**config.mk**
```make
export PLATFORM = sky130hd
export DESIGN_NAME = ps2_host_tx
export DESIGN_NICKNAME = d
export VERILOG_FILES = /design/src/rtl/ps2_pkg.sv /design/src/rtl/ps2_line_sync.sv /design/src/rtl/ps2_host_tx.sv
export SDC_FILE = /design/constraint.sdc
export NUM_CORES = 1
export LEC_CHECK = 0
export ABC_AREA = 1
export CORE_MARGIN = 5
export CORE_UTILIZATION = 57
export CTS_BUF_LIST = sky130_fd_sc_hd__clkbuf_2
export CTS_CLUSTER_DIAMETER = 120
export CTS_CLUSTER_SIZE = 30
export DETAILED_ROUTE_END_ITERATION = 16
export GPL_TIMING_DRIVEN = 0
export PLACE_DENSITY = 0.79
export SLEW_MARGIN = 20
export SYNTH_ARGS = -nofsm -noshare
export SYNTH_HDL_FRONTEND = slang
export SYNTH_SLANG_ARGS = --single-unit
```
**constraint.sdc**
```tcl
create_clock -name clock -period 2.3 [get_ports clock]
set_clock_uncertainty 0.2 [all_clocks]
set_input_delay 0.46 -clock clock [delete_from_list [all_inputs] [get_ports clock]]
set_output_delay 0.46 -clock clock [all_outputs]
set_load 0.03 [all_outputs]
```
**src/rtl/ps2_pkg.sv**
```systemverilog
// ps2_pkg: shared PS/2 types and constants for the host transmit and receive paths.
// Latency: n/a (types, constants and pure helper functions only).
// Backpressure: n/a.
package ps2_pkg;

  // Transmit sequencer states.
  typedef enum logic [2:0] {
    IDLE      = 3'd0,
    INHIBIT   = 3'd1,
    RELEASE   = 3'd2,
    SHIFT     = 3'd3,
    ACK       = 3'd4,
    WAIT_IDLE = 3'd5,
    DONE      = 3'd6,
    ERROR     = 3'd7
  } ps2_tx_state_e;

  // Frame layout: 8 data bits LSB first, odd parity, stop, then the device ACK slot.
  localparam int FRAME_DATA_BITS = 8;
  localparam int IDX_W           = 4;
  localparam logic [IDX_W-1:0] PARITY_IDX = 4'd8;
  localparam logic [IDX_W-1:0] STOP_IDX   = 4'd9;
  localparam logic [IDX_W-1:0] ACK_IDX    = 4'd10;

  // Common keyboard commands / responses.
  localparam logic [7:0] PS2_CMD_SET_LEDS = 8'hED;
  localparam logic [7:0] PS2_CMD_ENABLE   = 8'hF4;
  localparam logic [7:0] PS2_CMD_RESET    = 8'hFF;

  // Largest of three cycle counts; sizes the shared timeout counter.
  function automatic int unsigned max3(input int unsigned a, input int unsigned b,
                                       input int unsigned c);
    int unsigned m;
    m = a;
    if (b > m) m = b;
    if (c > m) m = c;
    return m;
  endfunction

  // Odd parity: the parity bit makes the total count of ones odd.
  function automatic logic odd_parity(input logic [FRAME_DATA_BITS-1:0] d);
    return ~^d;
  endfunction

  // Logic level of frame bit idx (0..7 data, 8 parity, 9 stop).
  function automatic logic frame_bit(input logic [FRAME_DATA_BITS-1:0] d, input logic par,
                                     input logic [IDX_W-1:0] idx);
    logic b;
    b = 1'b1;
    if (idx < PARITY_IDX) begin
      b = d[idx[2:0]];
    end else if (idx == PARITY_IDX) begin
      b = par;
    end
    return b;
  endfunction

endpackage

```
**src/rtl/ps2_line_sync.sv**
```systemverilog
// ps2_line_sync: 2-flop synchronizer for one raw PS/2 pin plus a falling-edge detector.
// Latency: level_o lags the pin by 2 cycles; fe_o is high in the cycle after that (acted on at the 3rd edge).
// Backpressure: none; free-running on every cycle.
module ps2_line_sync (
  input  logic clk_i,
  input  logic rst_i,
  input  logic pin_i,
  output logic level_o,
  output logic fe_o
);

  logic meta_q;
  logic sync_q;
  logic prev_q;

  // Resynchronize the pin and keep one cycle of history; reset to the idle-high level.
  always_ff @(posedge clk_i) begin
    if (rst_i) begin
      meta_q <= 1'b1;
      sync_q <= 1'b1;
      prev_q <= 1'b1;
    end else begin
      meta_q <= pin_i;
      sync_q <= meta_q;
      prev_q <= sync_q;
    end
  end

  assign level_o = sync_q;
  assign fe_o    = prev_q & ~sync_q;

endmodule

```
**src/rtl/ps2_host_tx.sv**
```systemverilog
// ps2_host_tx: host-to-device PS/2 command transmitter (request-to-send, shift on device clock, ACK).
// Latency: INHIBIT_CYCLES of clock hold, then paced by the device clock; pin edges seen 3 cycles late.
// Backpressure: cmd_ready only in IDLE; cmd_valid ignored while busy. Define PS2_TX_ACK_CHECK_EN to treat NACK as error.
module ps2_host_tx
  import ps2_pkg::*;
#(
  parameter int unsigned INHIBIT_CYCLES       = 5000,
  parameter int unsigned START_TIMEOUT_CYCLES = 750000,
  parameter int unsigned BIT_TIMEOUT_CYCLES   = 100000
) (
  input  logic       clock,
  input  logic       reset,
  input  logic [7:0] cmd_data,
  input  logic       cmd_valid,
  output logic       cmd_ready,
  input  logic       ps2_clk_in,
  input  logic       ps2_dat_in,
  output logic       ps2_clk_oe,
  output logic       ps2_dat_oe,
  output logic       busy,
  output logic       cmd_done,
  output logic       cmd_error
);

  // One counter serves the inhibit hold and all three timeouts, so it is sized for the largest.
  localparam int unsigned CNT_TOP = max3(INHIBIT_CYCLES, START_TIMEOUT_CYCLES, BIT_TIMEOUT_CYCLES);
  localparam int          CNT_W   = $clog2(CNT_TOP + 1);

  localparam logic [CNT_W-1:0] INH_LAST   = CNT_W'(INHIBIT_CYCLES - 1);
  localparam logic [CNT_W-1:0] START_LAST = CNT_W'(START_TIMEOUT_CYCLES - 1);
  localparam logic [CNT_W-1:0] BIT_LAST   = CNT_W'(BIT_TIMEOUT_CYCLES - 1);
  localparam logic [CNT_W-1:0] CNT_SAT    = '1;

  ps2_tx_state_e              state_q, state_d;
  logic [CNT_W-1:0]           cnt_q, cnt_d;
  logic [IDX_W-1:0]           idx_q, idx_d;
  logic [FRAME_DATA_BITS-1:0] data_q, data_d;
  logic                       par_q, par_d;
  logic                       quiet_q, quiet_d;
  logic                       clk_oe_q, clk_oe_d;
  logic                       dat_oe_q, dat_oe_d;
  logic                       done_q, done_d;
  logic                       err_q, err_d;

  logic             clk_lvl, clk_fe;
  logic             dat_lvl, dat_fe;
  logic [CNT_W-1:0] cnt_inc;
  logic             line_quiet;

  ps2_line_sync u_clk_sync (
    .clk_i   (clock),
    .rst_i   (reset),
    .pin_i   (ps2_clk_in),
    .level_o (clk_lvl),
    .fe_o    (clk_fe)
  );

  ps2_line_sync u_dat_sync (
    .clk_i   (clock),
    .rst_i   (reset),
    .pin_i   (ps2_dat_in),
    .level_o (dat_lvl),
    .fe_o    (dat_fe)
  );

  // Saturating increment: a stuck counter must never wrap back under a timeout limit.
  assign cnt_inc = (cnt_q == CNT_SAT) ? cnt_q : cnt_q + CNT_W'(1);

  // Both lines high and no edge in flight counts toward the bus-idle run.
  assign line_quiet = clk_lvl & dat_lvl & ~clk_fe & ~dat_fe;

  // Next-state logic plus next values of the registered pin enables and status pulses.
  always_comb begin
    state_d  = state_q;
    cnt_d    = cnt_q;
    idx_d    = idx_q;
    data_d   = data_q;
    par_d    = par_q;
    quiet_d  = quiet_q;
    clk_oe_d = 1'b0;
    dat_oe_d = 1'b0;
    done_d   = 1'b0;
    err_d    = 1'b0;

    case (state_q)
      IDLE: begin
        if (cmd_valid) begin
          state_d = INHIBIT;
          data_d  = cmd_data;
          par_d   = odd_parity(cmd_data);
          cnt_d   = '0;
          idx_d   = '0;
          quiet_d = 1'b0;
        end
      end

      INHIBIT: begin
        if (cnt_q == INH_LAST) begin
          state_d = RELEASE;
          cnt_d   = '0;
        end else begin
          cnt_d = cnt_inc;
        end
      end

      RELEASE: begin
        // A device edge beats a timeout landing in the same cycle.
        if (clk_fe) begin
          state_d = SHIFT;
          idx_d   = '0;
          cnt_d   = '0;
        end else if (cnt_q == START_LAST) begin
          state_d = ERROR;
        end else begin
          cnt_d = cnt_inc;
        end
      end

      SHIFT: begin
        if (clk_fe) begin
          cnt_d = '0;
          if (idx_q == STOP_IDX) begin
            state_d = ACK;
            idx_d   = ACK_IDX;
          end else begin
            idx_d = idx_q + IDX_W'(1);
          end
        end else if (cnt_q == BIT_LAST) begin
          state_d = ERROR;
        end else begin
          cnt_d = cnt_inc;
        end
      end

      ACK: begin
        if (clk_fe) begin
          cnt_d   = '0;
          quiet_d = 1'b0;
`ifdef PS2_TX_ACK_CHECK_EN
          // Device leaves data high on NACK.
          state_d = dat_lvl ? ERROR : WAIT_IDLE;
`else
          state_d = WAIT_IDLE;
`endif
        end else if (cnt_q == BIT_LAST) begin
          state_d = ERROR;
        end else begin
          cnt_d = cnt_inc;
        end
      end

      WAIT_IDLE: begin
        // Two consecutive quiet cycles mean the device has released the bus.
        if (line_quiet && quiet_q) begin
          state_d = DONE;
        end else if (cnt_q == BIT_LAST) begin
          state_d = ERROR;
        end else begin
          quiet_d = line_quiet;
          cnt_d   = cnt_inc;
        end
      end

      DONE: begin
        state_d = IDLE;
      end

      ERROR: begin
        state_d = IDLE;
      end

      default: begin
        state_d = IDLE;
      end
    endcase

    // Pin enables follow the state being entered so they change together with it.
    clk_oe_d = (state_d == INHIBIT);
    case (state_d)
      INHIBIT: dat_oe_d = (cnt_d == INH_LAST);
      RELEASE: dat_oe_d = 1'b1;
      SHIFT:   dat_oe_d = ~frame_bit(data_d, par_d, idx_d);
      default: dat_oe_d = 1'b0;
    endcase
    done_d = (state_d == DONE);
    err_d  = (state_d == ERROR);
  end

  // State, counters and registered outputs; reset releases both lines and drops the byte.
  always_ff @(posedge clock) begin
    if (reset) begin
      state_q  <= IDLE;
      cnt_q    <= '0;
      idx_q    <= '0;
      data_q   <= '0;
      par_q    <= 1'b0;
      quiet_q  <= 1'b0;
      clk_oe_q <= 1'b0;
      dat_oe_q <= 1'b0;
      done_q   <= 1'b0;
      err_q    <= 1'b0;
    end else begin
      state_q  <= state_d;
      cnt_q    <= cnt_d;
      idx_q    <= idx_d;
      data_q   <= data_d;
      par_q    <= par_d;
      quiet_q  <= quiet_d;
      clk_oe_q <= clk_oe_d;
      dat_oe_q <= dat_oe_d;
      done_q   <= done_d;
      err_q    <= err_d;
    end
  end

  assign ps2_clk_oe = clk_oe_q;
  assign ps2_dat_oe = dat_oe_q;
  assign cmd_done   = done_q;
  assign cmd_error  = err_q;
  assign busy       = (state_q != IDLE);
  assign cmd_ready  = (state_q == IDLE);

endmodule

```
==> flow_summary_export.csv <==
group,metric,value,unit
status,status,"complete, but fails checks",
status,violations,"negative setup slack",
routing,wl_met3,757,um
cts,cts-hold-fix-buffers,0,
setup_path,cp.arrival,2680,ps
floorplanning,die_h,90.3,um
logic_synthesis,synth_nets,626,
logic_synthesis,netlist_area,3670,um^2
routing,via_count,4083,
logic_synthesis,synth_top_area_share,25.1,%
layout,syn2layout_area_growth,24.4,%
place,dpl.cell_count,705,
setup_path,start_kind,"flop",
setup_path,critPathMaxStageDelay,380,ps
setup_path,end_kind,"flop",
timing,min_period,2460,ps
logic_synthesis,synth_edf_count,0,
layout,fillers,545,
logic_synthesis,async_reset_ff_share,0,%
logic_synthesis,synth_flop_cell,"dfxtp_1",
layout,instances_no_fill,743,
logic_synthesis,synth_cell_type_count,41,
setup_path,cp_max_fo,8,
logic_synthesis,yosysSeqAreaShare,25.1,%
routing,viasPerCell,5.50,
logic_synthesis,yosys-top-cells-area,"dfxtp_1, nand2_1, nor2_1",
setup_path,critPathKind,"reg2reg",
global_routing,grtUsageTotal,26.6,%
timing,fmax,407,MHz
global_routing,antenna_found_initial,0,
timing,rsz0062_at_grt,"yes",
global_routing,grt_pass1_vias,3711,
layout,fin_area,4570,um^2
cts,path_clk_slew,280,ps
routing,wl_met1,4.69,mm
power_and_ir_drop,p_per_area,334,nW/um^2
global_routing,grt_pass1_wl,17.6,mm
floorplanning,die_x,90.3,um
floorplanning,ioPinCount,19,
cts,root_buffer,"clkbuf_2",
logic_synthesis,netlist_instances,610,
timing,whs,249,ps
routing,firstDrtPassIters,5,
setup_path,path_cells,"buf_4 > nand2_2 > nor3_4 > buf_4 > nand3_4 > nand2_2 > nand3_4 > nand2_2 > nand2_1 > nor2_1 > nand2_1 > nor2_1 > nand3_1 > nor2_1 > nand2_1 > a21oi_2",
place,dp_hpwl,8.45,mm
global_routing,grt_max_degree,18,
timing,hold_viol,0,
layout,final_layout_size_suffix_gt1_share,27.0,%
cts,cts_buffers,5,
timing,worst_slew_pin_slew,717,ps
floorplanning,row_count,29,
setup_path,cp_slowest_cell,"dfxtp_2",
cts,clkLatencyLatePin,460,ps
layout,n_antenna_cell,0,
floorplanning,core_region_area,6310,um^2
routing,dr.first_iter.drc_count,391,
routing,drtAntennaViolNets,0,
cts,clkSinkCount,46,
layout,nNetsFinal,681,
routing,routed-wl-met2,5.89,mm
place,io_buffers,18,
job,drv_cap,0,
place,placedInstanceArea,3950,um^2
timing,slew_headroom,52.2,%
timing,setup_viol,1,
timing,slew_violations,0,
timing,fin_crit_sh,107,%
routing,avgRoutedWirePerCell,15.7,um
routing,wl,11.7,mm
floorplanning,fp.dieArea,8150,um^2
power_and_ir_drop,cellLeakagePower,2.15,nW
routing,remaining_drc_errors,0,
logic_synthesis,ys_ff_latch,46,
logic_synthesis,syn_area_per_cell,6.02,um^2
floorplanning,initial_utilization,58.2,%
global_routing,gr-total-overflow,0,
worst_hold_path,hold_path_class,"reg2reg",
cts,cts_tree,"done",
power_and_ir_drop,ir_worst_vdd,0.000347,V
place,gp_congestion,0.993,
setup_path,crit_required,2520,ps
cts,cts_htree_levels,2,
logic_synthesis,yosys_warnings,0,
timing,timing.final.ws_setup,-158,ps
routing,routed.top_layer,"met4",
logic_synthesis,synth_top_area_cell,"dfxtp_1",
cts,cts_buffer_depth,2,
timing,setup-tns-final,-158,ps
-- path summary, 6_finish.rpt --
kind / cells after the start / slack, ps / start / endpoint
worst min-delay path: 1 / 250 / u_clk_sync.meta_q$_SDFF_PP1_ / u_clk_sync.level_o$_SDFF_PP1_
worst max register to register: 16 / -160 / cnt_q[15]$_SDFF_PP0_ / ps2_dat_oe$_SDFF_PP0_
worst max-delay path: 16 / -160 / cnt_q[15]$_SDFF_PP0_ / ps2_dat_oe$_SDFF_PP0_
worst min register to register: 1 / 250 / u_clk_sync.meta_q$_SDFF_PP1_ / u_clk_sync.level_o$_SDFF_PP1_
-- logic make-up (layout without fill, tap and decap cells) --
logic type      Yosys count  count (layout)  synth area share (%)
simple gates            390             390                  50.3
flops                    46              46                  25.1
compound gates           53              53                  8.45
fa+ha+maj                 3               3                  1.02
xor+xnor                 15              15                  3.58
buf+inv                 103             159                  11.6
-- registers in the layout (all words and copies together), names as in the netlist --
signal / count
cnt_q: 20
data_q: 8
idx_q: 4
state_q: 3
cmd_done: 1
cmd_error: 1
par_q: 1
ps2_clk_oe: 1
ps2_dat_oe: 1
quiet_q: 1
u_clk_sync.level_o: 1
u_clk_sync.meta_q: 1
u_clk_sync.prev_q: 1
u_dat_sync.level_o: 1
u_dat_sync.meta_q: 1
-- final cells by class --
class	instances	area [um^2]	share of cell area [%]
buffer	18	151	3.31
clock buffer	5	25.0	0.548
clock inverter	3	27.5	0.603
inverter	85	330	7.23
multi-input combinational	461	2580	56.4
sequential	46	946	20.7
tap	77	96.3	2.11
timing repair buffer	48	414	9.07
-- timing repair --
action / 4_1_cts / 5_1_grt
setup buffers: 8 / 22
pin swaps: 5 / 28
gates resized for setup: 16 / 98
endpoints found under the setup margin: 8 / 12
gates cloned: 0 / 0
-- stage by stage --
| stage | setup slack, ps | power, mW | util, % |
|---|---|---|---|
| after floorplan | 111 | 1.02 | - |
| after global placement | -412 | 1.09 | 62.6 |
| after detailed placement | -406 | 1.10 | 62.6 |
| after CTS | -180 | 1.50 | 65.0 |
| after global routing | -291 | 1.59 | 72.4 |
| final | -158 | 1.53 | 72.4 |
-- where the power goes --
part	switching [mW]	internal (mW)	leakage, nW
combinational	0.165	0.125	1.73
clock	0.316	0.0872	0.0315
sequential	0.0110	0.824	0.382
-- placed cells by master (no fill, tap or decap), types with 8 or more instances in the layout --
cell and n:
o21a_1 8, nand4_1 11, clkdlybuf4s50_1 16, inv_1 65, buf_4 32, nor2_4 20, dfxtp_2 14, nand3_1 45
nor2_2 12, or2_2 12, inv_2 15, nand3_4 8, nand2_2 17, o21ai_0 11, nand2_1 163, nand2_4 8
nor2_1 71, dfxtp_1 30, xor2_1 8, a21oi_1 15
-- metal layers --
layer	GRT usage, %	up-vias
met5	0	-
met4	12.3	0
met1	31.6	1860
met3	4.33	36
met2	46.5	166
li1	-	2021
-- worst max-delay path: cells and delay by family, from the launching register on --
kind / cells / cell delay, ps
buf+inv: 2 / 300
flops: 1 / 380
compound gates: 1 / 140
simple gates: 13 / 1390
-- synth_stat cells (all sizes together) (2+ instances only) --
library cell / n
a21oi: 17
a31oi: 2
buf: 12
clkbuf: 6
clkinv: 2
dfxtp: 46
ha: 3
inv: 83
nand2: 189
nand3: 55
nand3b: 2
nand4: 11
nor2: 103
nor3: 12
nor4: 3
o211ai: 2
o21a: 8
o21ai: 20
or2: 14
xnor2: 7
xor2: 8
No activity file was read; power rests on OpenSTA's default activity.
